**src/rtl/sobel_frame_sequencer.sv**
```systemverilog
// Sobel frame sequencer: walks a 3x3 window over a WxH frame in raster order, one request pulse at a time.
// Latency 1 cycle from an accepted done to the next request; waits indefinitely on each done (SOBEL_BORDER_ZERO_EN adds zero border writes).
module sobel_frame_sequencer #(
    parameter int CW    = 10,
    parameter int MAX_W = 640,
    parameter int MAX_H = 480
) (
    input  logic          clk,
    input  logic          n_rst,
    input  logic          start,
    input  logic          abort,
    input  logic [CW-1:0] cfg_width,
    input  logic [CW-1:0] cfg_height,
    input  logic          read_done,
    input  logic          shift_done,
    input  logic          calculation_done,
    input  logic          write_done,
    output logic          start_read,
    output logic [CW-1:0] rd_row,
    output logic [CW-1:0] rd_col,
    output logic          start_shift,
    output logic          start_calculation,
    output logic          start_write,
    output logic [CW-1:0] wr_row,
    output logic [CW-1:0] wr_col,
    output logic          wr_zero,
    output logic          busy,
    output logic          image_done,
    output logic          param_err
);

    typedef enum logic [3:0] {
        S_IDLE, S_LOAD, S_PRIME, S_READ_COL, S_CALC, S_WRITE, S_SHIFT, S_DONE,
        S_BROW, S_BLEFT, S_BRIGHT
    } state_t;

    localparam logic [CW-1:0] L_MAX_W = CW'(MAX_W);
    localparam logic [CW-1:0] L_MAX_H = CW'(MAX_H);
    localparam logic [CW-1:0] L_MIN   = CW'(3);
    localparam logic [CW-1:0] L_ONE   = CW'(1);
    localparam logic [CW-1:0] L_TWO   = CW'(2);

    state_t        r_state;
    logic [CW-1:0] r_w;
    logic [CW-1:0] r_h;
    logic [CW-1:0] r_row;
    logic [CW-1:0] r_col;
    logic [3:0]    r_idx;
    logic          r_start_read;
    logic          r_start_shift;
    logic          r_start_calc;
    logic          r_start_write;
    logic          r_image_done;
    logic          r_param_err;
    logic [CW-1:0] r_rd_row;
    logic [CW-1:0] r_rd_col;
    logic [CW-1:0] r_wr_row;
    logic [CW-1:0] r_wr_col;
`ifdef SOBEL_BORDER_ZERO_EN
    logic          r_wr_zero;
`endif

    // Priming order is column-major: index k reads row offset k%3, column offset k/3.
    function automatic logic [1:0] f_div3(input logic [3:0] k);
        case (k)
            4'd0, 4'd1, 4'd2: f_div3 = 2'd0;
            4'd3, 4'd4, 4'd5: f_div3 = 2'd1;
            default:          f_div3 = 2'd2;
        endcase
    endfunction

    function automatic logic [1:0] f_mod3(input logic [3:0] k);
        case (k)
            4'd0, 4'd3, 4'd6: f_mod3 = 2'd0;
            4'd1, 4'd4, 4'd7: f_mod3 = 2'd1;
            default:          f_mod3 = 2'd2;
        endcase
    endfunction

    logic [3:0]    w_nidx;
    logic [CW-1:0] w_prime_row;
    logic [CW-1:0] w_prime_col;
    logic [CW-1:0] w_col_row;
    logic          w_rd_acc;
    logic          w_sh_acc;
    logic          w_ca_acc;
    logic          w_wr_acc;
    logic          w_last_col;
    logic          w_last_row;
    logic          w_cfg_bad;

    assign w_nidx      = r_idx + 4'd1;
    assign w_prime_row = r_row - L_ONE + CW'(f_mod3(w_nidx));
    assign w_prime_col = r_col - L_ONE + CW'(f_div3(w_nidx));
    assign w_col_row   = r_row - L_ONE + CW'(w_nidx);

    // A done only counts once the pulse cycle has passed.
    assign w_rd_acc = read_done        && !r_start_read;
    assign w_sh_acc = shift_done       && !r_start_shift;
    assign w_ca_acc = calculation_done && !r_start_calc;
    assign w_wr_acc = write_done       && !r_start_write;

    assign w_last_col = (r_col >= r_w - L_TWO);
    assign w_last_row = (r_row >= r_h - L_TWO);
    assign w_cfg_bad  = (cfg_width < L_MIN) || (cfg_height < L_MIN) ||
                        (cfg_width > L_MAX_W) || (cfg_height > L_MAX_H);

    always_ff @(posedge clk or negedge n_rst) begin
        if (!n_rst) begin
            r_state       <= S_IDLE;
            r_w           <= '0;
            r_h           <= '0;
            r_row         <= '0;
            r_col         <= '0;
            r_idx         <= '0;
            r_start_read  <= 1'b0;
            r_start_shift <= 1'b0;
            r_start_calc  <= 1'b0;
            r_start_write <= 1'b0;
            r_image_done  <= 1'b0;
            r_param_err   <= 1'b0;
            r_rd_row      <= '0;
            r_rd_col      <= '0;
            r_wr_row      <= '0;
            r_wr_col      <= '0;
`ifdef SOBEL_BORDER_ZERO_EN
            r_wr_zero     <= 1'b0;
`endif
        end else begin
            r_start_read  <= 1'b0;
            r_start_shift <= 1'b0;
            r_start_calc  <= 1'b0;
            r_start_write <= 1'b0;
            r_image_done  <= 1'b0;
            if (abort) begin
                r_state  <= S_IDLE;
                r_rd_row <= '0;
                r_rd_col <= '0;
                r_wr_row <= '0;
                r_wr_col <= '0;
`ifdef SOBEL_BORDER_ZERO_EN
                r_wr_zero <= 1'b0;
`endif
            end else begin
                case (r_state)
                    S_IDLE: begin
                        if (start) begin
                            r_state     <= S_LOAD;
                            r_param_err <= 1'b0;
                        end
                    end
                    S_LOAD: begin
                        r_w <= cfg_width;
                        r_h <= cfg_height;
                        if (w_cfg_bad) begin
                            r_param_err <= 1'b1;
                            r_state     <= S_IDLE;
                        end else begin
`ifdef SOBEL_BORDER_ZERO_EN
                            r_row         <= '0;
                            r_col         <= '0;
                            r_state       <= S_BROW;
                            r_start_write <= 1'b1;
                            r_wr_row      <= '0;
                            r_wr_col      <= '0;
                            r_wr_zero     <= 1'b1;
`else
                            r_row        <= L_ONE;
                            r_col        <= L_ONE;
                            r_idx        <= '0;
                            r_state      <= S_PRIME;
                            r_start_read <= 1'b1;
                            r_rd_row     <= '0;
                            r_rd_col     <= '0;
`endif
                        end
                    end
                    S_PRIME: begin
                        if (w_rd_acc) begin
                            if (r_idx == 4'd8) begin
                                r_state      <= S_CALC;
                                r_start_calc <= 1'b1;
                            end else begin
                                r_idx        <= w_nidx;
                                r_start_read <= 1'b1;
                                r_rd_row     <= w_prime_row;
                                r_rd_col     <= w_prime_col;
                            end
                        end
                    end
                    S_READ_COL: begin
                        if (w_rd_acc) begin
                            if (r_idx == 4'd2) begin
                                r_state      <= S_CALC;
                                r_start_calc <= 1'b1;
                            end else begin
                                r_idx        <= w_nidx;
                                r_start_read <= 1'b1;
                                r_rd_row     <= w_col_row;
                                r_rd_col     <= r_col + L_ONE;
                            end
                        end
                    end
                    S_CALC: begin
                        if (w_ca_acc) begin
                            r_state       <= S_WRITE;
                            r_start_write <= 1'b1;
                            r_wr_row      <= r_row;
                            r_wr_col      <= r_col;
`ifdef SOBEL_BORDER_ZERO_EN
                            r_wr_zero     <= 1'b0;
`endif
                        end
                    end
                    S_WRITE: begin
                        if (w_wr_acc) begin
                            if (!w_last_col) begin
                                r_state       <= S_SHIFT;
                                r_start_shift <= 1'b1;
                            end else begin
`ifdef SOBEL_BORDER_ZERO_EN
                                r_state       <= S_BRIGHT;
                                r_start_write <= 1'b1;
                                r_wr_row      <= r_row;
                                r_wr_col      <= r_w - L_ONE;
                                r_wr_zero     <= 1'b1;
`else
                                if (!w_last_row) begin
                                    r_row        <= r_row + L_ONE;
                                    r_col        <= L_ONE;
                                    r_idx        <= '0;
                                    r_state      <= S_PRIME;
                                    r_start_read <= 1'b1;
                                    r_rd_row     <= r_row;
                                    r_rd_col     <= '0;
                                end else begin
                                    r_state      <= S_DONE;
                                    r_image_done <= 1'b1;
                                end
`endif
                            end
                        end
                    end
                    S_SHIFT: begin
                        if (w_sh_acc) begin
                            r_col        <= r_col + L_ONE;
                            r_idx        <= '0;
                            r_state      <= S_READ_COL;
                            r_start_read <= 1'b1;
                            r_rd_row     <= r_row - L_ONE;
                            r_rd_col     <= r_col + L_TWO;
                        end
                    end
                    S_DONE: begin
                        r_state <= S_IDLE;
                    end
`ifdef SOBEL_BORDER_ZERO_EN
                    S_BROW: begin
                        if (w_wr_acc) begin
                            if (r_wr_col != r_w - L_ONE) begin
                                r_start_write <= 1'b1;
                                r_wr_col      <= r_wr_col + L_ONE;
                            end else if (r_wr_row == '0) begin
                                r_row         <= L_ONE;
                                r_state       <= S_BLEFT;
                                r_start_write <= 1'b1;
                                r_wr_row      <= L_ONE;
                                r_wr_col      <= '0;
                            end else begin
                                r_state      <= S_DONE;
                                r_image_done <= 1'b1;
                            end
                        end
                    end
                    S_BLEFT: begin
                        if (w_wr_acc) begin
                            r_col        <= L_ONE;
                            r_idx        <= '0;
                            r_state      <= S_PRIME;
                            r_start_read <= 1'b1;
                            r_rd_row     <= r_row - L_ONE;
                            r_rd_col     <= '0;
                        end
                    end
                    S_BRIGHT: begin
                        if (w_wr_acc) begin
                            r_start_write <= 1'b1;
                            r_wr_col      <= '0;
                            if (!w_last_row) begin
                                r_row    <= r_row + L_ONE;
                                r_state  <= S_BLEFT;
                                r_wr_row <= r_row + L_ONE;
                            end else begin
                                r_state  <= S_BROW;
                                r_wr_row <= r_h - L_ONE;
                            end
                        end
                    end
`endif
                    default: r_state <= S_IDLE;
                endcase
            end
        end
    end

    assign start_read        = r_start_read;
    assign rd_row            = r_rd_row;
    assign rd_col            = r_rd_col;
    assign start_shift       = r_start_shift;
    assign start_calculation = r_start_calc;
    assign start_write       = r_start_write;
    assign wr_row            = r_wr_row;
    assign wr_col            = r_wr_col;
    assign busy              = (r_state != S_IDLE);
    assign image_done        = r_image_done;
    assign param_err         = r_param_err;
`ifdef SOBEL_BORDER_ZERO_EN
    assign wr_zero           = r_wr_zero;
`else
    assign wr_zero           = 1'b0;
`endif

endmodule
```
**config.mk**
```make
export PLATFORM = sky130hd
export DESIGN_NAME = sobel_frame_sequencer
export DESIGN_NICKNAME = d
export VERILOG_FILES = /design/src/rtl/sobel_frame_sequencer.sv
export SDC_FILE = /design/constraint.sdc
export NUM_CORES = 1
export LEC_CHECK = 0
export CORE_MARGIN = 1
export CORE_UTILIZATION = 25
export DETAILED_ROUTE_END_ITERATION = 8
export MAX_ROUTING_LAYER = met4
export PLACE_DENSITY = 0.47
export SLEW_MARGIN = 20
export SYNTH_ARGS = -nofsm -noshare
export SYNTH_HDL_FRONTEND = slang
export SYNTH_SLANG_ARGS = --single-unit
```
**constraint.sdc**
```tcl
create_clock -name clk -period 3.21 [get_ports clk]
set_input_delay 0.321 -clock clk [delete_from_list [all_inputs] [get_ports clk]]
set_output_delay 0.321 -clock clk [all_outputs]
set_load 0.01 [all_outputs]
```
==> qor.csv <==
metric,value,unit
fmax,311,MHz
cts_buffers,9,
row_count,58,
ir_worst_vdd,282,uV
gp_congestion,0.820,
clkSinkCount,93,
num_vias,5816,
synth_commonest_cells,"nand2_1 (95), dfrtp_1 (93), nor2_1 (62)",
h-tree-depth,3,
initial_utilization,25.7,%
p_switching,2.27,mW
p_sw_share,40.2,%
syn_inst,733,
status,"complete, but fails checks",
dieHeight,163,microns
path_max_fanout,4,
grt_pass1_wl,32400,microns
leakage,3.76,nW
ioPinCount,76,
power_density,641,nW/um^2
dp_hpwl,14900,microns
synthFlopType,dfrtp_1,
period_share,100,%
area_growth,35.7,%
grt_use_total,16.2,%
synth_edf_count,0,
period_minus_slack,3220,ps
tightest_slew,818,ps
avgSynthCellArea,8.86,sq um
clkPwrFrac,19.5,%
post_drt_wl_per_cell,17.1,microns
finalSetupViolations,2,
end_kind,register,
routed_wl,20300,microns
yosysMostFrequentCell,nand2_1,
drt_iter0_markers,376,
path_class,reg -> reg,
cts_root_buf,clkbuf_16,
final_nets,934,
clk_path_buf_depth,2,
fp.dieW,163,microns
synth_nets,814,
drtAntennaViolNets,0,
rsz0062_at_grt,yes,
firstDrtPassIters,5,
overflow,0,
relSlewSlack,45.4,%
dieArea,26600,sq um
core_area,25300,sq um
synthArstFlopShare,100,%
viasPerCell,4.90,
cap_violations,0,
finalClockSkew,12.5,ps
crit_path_start_kind,register,
synth.top_cell.area_share,35.8,%
drive_gt1_share,20.6,%
violations,setup timing,
setup_ws,-7.14,ps
clk_pin_slew,70,ps
ys_seq_area_share,35.8,%
design_area,8820,sq um
io_buffers,74,
postPlaceCellArea,8080,sq um
synth-seq-cells,93,
power,5.65,mW
tritoncts,built,
pwr-share-seq,27.0,%
drc,0,
clk-insertion-delay-late,360,ps
combinationalPowerShare,53.4,%
num_antenna_cells,0,
antenna_found_initial,0,
yosys.area.top_type,dfrtp_1,
slew_violations,0,
netlist_top_cells_area,"dfrtp_1 (36%), ha_1 (9.8%), nand2_1 (5.5%)",
hold_viol,0,
hp-class,in -> async,
synth_area,6500,sq um
yosys_warnings,0,
grt_pass1_vias,5731,
cp.required,3450,ps
grt_max_degree,56,
ys_types,72,
crit_arrival,3460,ps
p_int,3.38,mW
per-layer routing:
| metal | global-route usage [%] | part of all wire, % | vias up | wire length, microns |
|---|---|---|---|---|
| li1 | - | - | 2881 | - |
| met1 | 23.4 | 52 | 2814 | 10500 |
| met2 | 23.6 | 44 | 103 | 8910 |
| met3 | 1.96 | 3.2 | 18 | 645 |
| met4 | 4.67 | 1.2 | 0 | 252 |
| met5 | - | 0 | - | 0 |
registers in the layout (all words and copies together), names as in the netlist, 3 cells and up:
name     flops
rd_col      10
r_row       10
r_h         10
wr_col      10
r_w         10
r_state      3
rd_row      10
wr_row      10
r_idx        4
r_col       10
cell usage in the layout, fill, tap and decap left out, types with 13 or more instances in the layout:
cell type        netlist  layout
nand2b_1              16      16
a21oi_1               53      48
a31oi_1               13      13
clkdlybuf4s50_1        0      73
buf_4                  2      68
and3_1                14      14
nand2_1               95      92
o21ai_0               32      32
nand3_1               17      17
xnor2_1               26      24
dfrtp_1               93      93
xor2_1                15      14
nor2_1                62      61
mux2_2                18      18
ha_1                  51      47
nor3_1                15      13
o2bb2ai_2              0      14
inv_1                 28      28
path summary, 6_finish.rpt:
path / from / endpoint / slack [ps] / cells after the start
worst max-delay path: r_h[4] / r_idx[3] / -7 / 13
worst min-delay path: n_rst / rd_col[8] / 30 / 1
worst max register to register: r_h[4] / r_idx[3] / -7 / 13
worst min register to register: rd_col[6] / rd_col[6] / 500 / 1
max in group asynchronous: n_rst / r_row[4] / 2470 / 2
min in group clk: rd_col[6] / rd_col[6] / 500 / 1
logic make-up (layout without fill, tap and decap cells):
kind of cell / after synthesis / count (layout) / share of synthesized area (%)
compound gates: 182 / 182 / 18.9
buf+inv: 67 / 192 / 4.16
fa+ha+maj: 53 / 53 / 10.4
flops: 93 / 93 / 35.8
mux: 32 / 32 / 5.31
simple gates: 264 / 264 / 19.8
other cells: 1 / 1 / 0.0577
xor+xnor: 41 / 41 / 5.53
through the flow:
stage | setup slack [ps] | TNS, ps | util [%] | hold WS [ps] | std cells
floorplan | -35.4 | -35.4 | - | 25.4 | 733
global placement | -68.5 | -115 | 31.9 | 446 | 1167
detailed placement | -88.8 | -527 | 31.9 | 451 | 1167
CTS | -87.6 | -87.6 | 33.3 | 59.0 | 1184
global route | -167 | -3160 | 34.8 | 104 | 1188
finish | -7.14 | -13.1 | 34.8 | 31.7 | 1188
power by group through the flow:
stage               Sequential, mW  Clock, mW  Combinational (mW)
global route                  1.56       1.18                3.35
floorplan                     1.53          0                1.82
detailed placement            1.54          0                2.78
global placement              1.53          0                2.78
CTS                           1.52       1.14                2.87
finish                        1.53       1.10                3.02
layout make-up:
class	instances	area, sq um
Fill cell	2609	16500
Clock inverter	3	17.5
Tap cell	330	413
Multi-Input combinational cell	573	4300
Timing Repair Buffer	148	1370
Sequential cell	93	2330
Inverter	28	105
Clock buffer	13	280
timing repair:
item | CTS | global route
hold buffers | 0 | 0
setup buffers | 1 | 2
pin swaps | 12 | 34
endpoints found under the setup margin | 28 | 46
cloned | 0 | 2
resized for setup | 15 | 51
critical path, stage by stage (launching register included):
cell and delay [ps]:
dfrtp_1 380, or3_4 380, or2_4 260, buf_4 150, nor2_4 90, xnor2_2 110, ha_1 260, a211oi_2 240
nor2_1 90, nor3_2 210, o21ai_2 120, o311ai_4 280, and2b_2 250, mux2_4 300
(Power assumes the default switching activity.)
